## config.mk

```make
export PLATFORM = sky130hd
export DESIGN_NAME = button_debouncer
export DESIGN_NICKNAME = d
export VERILOG_FILES = /design/src/rtl/button_debouncer.sv
export SDC_FILE = /design/constraint.sdc
export NUM_CORES = 1
export LEC_CHECK = 0
export CAP_MARGIN = 30
export CORE_UTILIZATION = 54
export DETAILED_ROUTE_END_ITERATION = 16
export GPL_ROUTABILITY_DRIVEN = 0
export PLACE_DENSITY = 0.75
export SLEW_MARGIN = 20
export SYNTH_ARGS = -nofsm -noshare
export SYNTH_HDL_FRONTEND = slang
export SYNTH_SLANG_ARGS = --single-unit
```

## constraint.sdc

```tcl
create_clock -name clk -period 4.1 [get_ports clk]
set_input_delay 0.82 -clock clk [delete_from_list [all_inputs] [get_ports clk]]
set_output_delay 0.82 -clock clk [all_outputs]
set_load 0.02 [all_outputs]
```

## src/rtl/button_debouncer.sv

```systemverilog
// Per-channel debouncer: 2-flop synchronizer, stability-counting FSM, and registered
// clean level with single-cycle rise/fall strobes.
module button_debouncer #(
    parameter int unsigned WIDTH         = 1,
    parameter int unsigned STABLE_CYCLES = 50000
) (
    input  logic             clk,
    input  logic             reset,
    input  logic [WIDTH-1:0] raw_in,
    output logic [WIDTH-1:0] out,
    output logic [WIDTH-1:0] rise,
    output logic [WIDTH-1:0] fall
);

    localparam int unsigned CntW = $clog2(STABLE_CYCLES + 1);
    localparam logic [CntW-1:0] CntLast = CntW'(STABLE_CYCLES - 1);
    localparam logic [CntW-1:0] CntOne  = CntW'(1);

    typedef enum logic [1:0] {StLow, StToHigh, StHigh, StToLow} state_e;

    logic [WIDTH-1:0] s1_q, s2_q;
    logic [WIDTH-1:0] out_q, out_d;
    logic [WIDTH-1:0] rise_q, rise_d;
    logic [WIDTH-1:0] fall_q, fall_d;
    state_e           state_q [WIDTH];
    state_e           state_d [WIDTH];
    logic [CntW-1:0]  cnt_q   [WIDTH];
    logic [CntW-1:0]  cnt_d   [WIDTH];

    always_ff @(posedge clk or negedge reset) begin
        if (!reset) begin
            s1_q   <= '0;
            s2_q   <= '0;
            out_q  <= '0;
            rise_q <= '0;
            fall_q <= '0;
            for (int i = 0; i < int'(WIDTH); i++) begin
                state_q[i] <= StLow;
                cnt_q[i]   <= '0;
            end
        end else begin
            s1_q   <= raw_in;
            s2_q   <= s1_q;
            out_q  <= out_d;
            rise_q <= rise_d;
            fall_q <= fall_d;
            for (int i = 0; i < int'(WIDTH); i++) begin
                state_q[i] <= state_d[i];
                cnt_q[i]   <= cnt_d[i];
            end
        end
    end

    always_comb begin
        out_d  = out_q;
        rise_d = '0;
        fall_d = '0;
        for (int i = 0; i < int'(WIDTH); i++) begin
            state_d[i] = state_q[i];
            cnt_d[i]   = cnt_q[i];
            unique case (state_q[i])
                StLow: begin
                    if (s2_q[i]) begin
                        // A one-sample filter accepts the new level without a counting state.
                        if (STABLE_CYCLES == 1) begin
                            state_d[i] = StHigh;
                            out_d[i]   = 1'b1;
                            rise_d[i]  = 1'b1;
                        end else begin
                            state_d[i] = StToHigh;
                            cnt_d[i]   = CntOne;
                        end
                    end
                end
                StToHigh: begin
                    if (!s2_q[i]) begin
                        state_d[i] = StLow;
                        cnt_d[i]   = '0;
                    end else if (cnt_q[i] == CntLast) begin
                        state_d[i] = StHigh;
                        out_d[i]   = 1'b1;
                        rise_d[i]  = 1'b1;
                        cnt_d[i]   = '0;
                    end else begin
                        cnt_d[i] = cnt_q[i] + CntOne;
                    end
                end
                StHigh: begin
                    if (!s2_q[i]) begin
                        if (STABLE_CYCLES == 1) begin
                            state_d[i] = StLow;
                            out_d[i]   = 1'b0;
                            fall_d[i]  = 1'b1;
                        end else begin
                            state_d[i] = StToLow;
                            cnt_d[i]   = CntOne;
                        end
                    end
                end
                StToLow: begin
                    if (s2_q[i]) begin
                        state_d[i] = StHigh;
                        cnt_d[i]   = '0;
                    end else if (cnt_q[i] == CntLast) begin
                        state_d[i] = StLow;
                        out_d[i]   = 1'b0;
                        fall_d[i]  = 1'b1;
                        cnt_d[i]   = '0;
                    end else begin
                        cnt_d[i] = cnt_q[i] + CntOne;
                    end
                end
                default: begin
                    state_d[i] = StLow;
                    cnt_d[i]   = '0;
                end
            endcase
        end
    end

    assign out  = out_q;
    assign rise = rise_q;
    assign fall = fall_q;

endmodule

```

==> qor.txt <==
Starting density of the core -> 58.1%
DP Wirelength -> 1880 um
Syn_area_per_cell -> 10.1 um^2
Drt pass-1 iters -> 4
Worst r2r src -> cnt_q[10]
Setup_tns -> 0 ns
Worst Max-Slew Pin Slew -> 0.832 ns
Sequential area share after synthesis -> 44.4%
Ratio of cells with drive above 1 in the final layout -> 10.5%
Root buf cell -> clkbuf_4
Die X -> 51.0 um
Total GRT Usage -> 23.8%
Vias -> 1,055
Highest metal used -> met4
Port buffer count -> 5
Total power draw -> 0.000584 W
WHS Path Cells -> 0
Setup bufs post-CTS -> 0
Async SR Flop Fraction -> 100%
Worst setup EP type -> flip-flop
Most frequent cells in the layout -> dfrtp_1 (23), nand2_1 (9), nand3_1 (6), nor2_1 (6), nor3b_1 (6)
GRT overflow -> 0
WP buf/inv -> 1
DR WL met3 -> 76 um
Crit path launch -> cnt_q[10]
Cells after Synth -> 128
CP Class -> reg2reg
Worst-Skew Late Latency -> 0.32 ns
Initial drt markers -> 19
Number of synthesized flops with an enable pin -> 0
Most common cell after layout, fill and taps aside -> dfrtp_1
Ys flop type -> dfrtp_1
Met2 WL -> 1160 um
Residual DRC count -> 0
Synth Net Count -> 132
LEAKAGE -> 0.577 nW
ANT nets after route -> 0
Chip height -> 51.0 um
CTS buffer count -> 3
Post-cts hold buffer count -> 0
Wl on met1 -> 1310 um
Reg2reg path depth -> 5
Multi-input logic area -> 661 um^2
Setup Skew -> 0.00187 ns
ANT cells -> 0
Routed WL -> 2590 um
First-pass GRT wire length -> 4600 um
Max Cap Viol -> 0
Site Rows -> 17
Synth Cell Area -> 1300 um^2
Vias/cell -> 6.55
RSZ-0062 raised after global routing -> no
# resized after CTS -> 0
Drt wl/cell -> 16.1 um
Area Overhead vs Synth -> 7.14%
Worst Hold Path EP -> s2_q
Crit-path cells -> or4b_4 -> nor4b_4 -> buf_6 -> o31ai_1 -> a21o_1
Final #Nets -> 138
Crit path required time -> 4.32 ns
Clock Pin Slew Worst Setup and Hold Paths -> 0.12 ns
Max-Slew Margin vs Limit -> 44.4%
Yosys warnings -> 0
Initial antenna violation count -> 0
Final Slew Violations -> 0
CTS tree -> built
Hold slack final -> 0.374 ns
Sequential Area -> 576 um^2
Final period util -> 56.0%
Maximum VDD drop -> 0.482 mV
Yosys reg bits -> 23
Core area -> 2230 um^2
Tmin final -> 2.30 ns
Worst path max stage delay -> 0.66 ns
Hold crit path type -> reg2reg
Vias in the first global route -> 993
Fmax -> 435 MHz
Final design utilization -> 62.2%
Power Dens Cells -> 420 nW/um^2
Reg-to-reg setup timing slack -> 1.80 ns
Clock Path Buffers -> 2
Worst endpoint data arrival time -> 2.52 ns
R2R Path End -> cnt_q[9]
Critical Path Slowest Stage Cell -> nor4b_4
# IOs -> 6
Clk sink count -> 23
Pin count of the biggest net entering global routing -> 26
Full die area -> 2600 um^2
Final setup viols -> 0
Status -> complete, no violations
Hold path start -> s1_q
Fin. Hold Viols -> 0
Fillers -> 190
H-Tree Depth -> 1
Distinct cells, synth -> 47
Critical path startpoint category -> flip-flop
Top cell family by delay on the critical path -> simple AND/OR/NAND/NOR gates
Critical path peak fanout -> 13
-- worst register-to-register path, stage by stage (launching register included) --
cell and delay [ns]:
dfrtp_1 0.43, or4b_4 0.57, nor4b_4 0.66, buf_6 0.24
o31ai_1 0.09, a21o_1 0.21
-- worst max-delay path by stage --
stage | slack [ns] | cells after the start | endpoint
floorplan | 2.22 | 5 | cnt_q[4]
finish | 1.80 | 5 | cnt_q[9]
global placement | 1.69 | 4 | cnt_q[6]
global route | 1.67 | 5 | cnt_q[10]
CTS | 1.81 | 5 | cnt_q[9]
detailed placement | 1.84 | 5 | cnt_q[10]
-- Yosys cell counts, types with 2 or more instances --
library cell | n | area, um^2
dfrtp_1 | 23 | 576
nand2_1 | 9 | 33.8
nand3_1 | 6 | 30.0
nor2_1 | 6 | 22.5
nor3b_1 | 6 | 45.0
nor4_1 | 5 | 31.3
o21a_1 | 5 | 37.5
inv_1 | 4 | 15.0
nor3_1 | 4 | 20.0
o311ai_1 | 4 | 35.0
a21oi_1 | 3 | 15.0
and4_1 | 3 | 26.3
buf_6 | 3 | 33.8
nand4_1 | 3 | 18.8
a21o_1 | 2 | 15.0
a22o_1 | 2 | 17.5
a31o_2 | 2 | 17.5
and2_1 | 2 | 12.5
and3_1 | 2 | 12.5
clkbuf_1 | 2 | 7.51
nand2b_1 | 2 | 12.5
o21ai_0 | 2 | 10.0
o22a_1 | 2 | 17.5
o311a_1 | 2 | 20.0
o31ai_1 | 2 | 15.0
-- flip-flops by register name, summed over array words and instances (netlist names), named ones only --
name,flops
fall,1
rise,1
s1_q,1
s2_q,1
cnt_q,16
out,1
state_q,1
-- per-layer routing --
layer	track usage, %	vias to the layer above
li1	-	508
met1	34.5	514
met2	35.5	28
met3	3.57	5
met4	9.72	0
met5	0	-
-- metrics by stage --
step | cells | setup WS (ns) | area, um^2
3_5_place_dp | 157 | 1.84 | 1360
3_3_place_gp | 155 | 1.69 | 1340
2_1_floorplan | 128 | 2.22 | 1300
6_report | 161 | 1.80 | 1390
5_1_grt | 161 | 1.67 | 1390
4_1_cts | 161 | 1.81 | 1390
-- power breakdown --
group          leakage (nW)  switching [W]  total (W)  internal (W)
combinational         0.250       0.000127   0.000189     0.0000620
clock                0.0177      0.0000689   0.000105     0.0000366
sequential            0.309      0.0000392   0.000290      0.000251
-- cells by family (layout without fill, tap and decap cells) --
logic type	after synthesis	count (layout)	synth area share, %
AO/OA/AOI/OAI	33	33	19.7
XOR/XNOR	1	1	0.675
buffers and inverters	10	15	4.72
AND/OR/NAND/NOR	59	59	28.8
adder cells (fa/ha/maj)	1	1	0.964
multiplexers	1	1	0.771
flip-flops	23	23	44.4
-- cell type report --
cell class / instances / share of cell area, %
Clock buffer: 3 / 1.62
Clock inverter: 1 / 0.360
Inverter: 4 / 1.08
Multi-Input combinational cell: 95 / 47.5
Sequential cell: 23 / 41.4
Tap cell: 28 / 2.52
Timing Repair Buffer: 7 / 5.49
No activity file was read; power rests on OpenSTA's default activity.
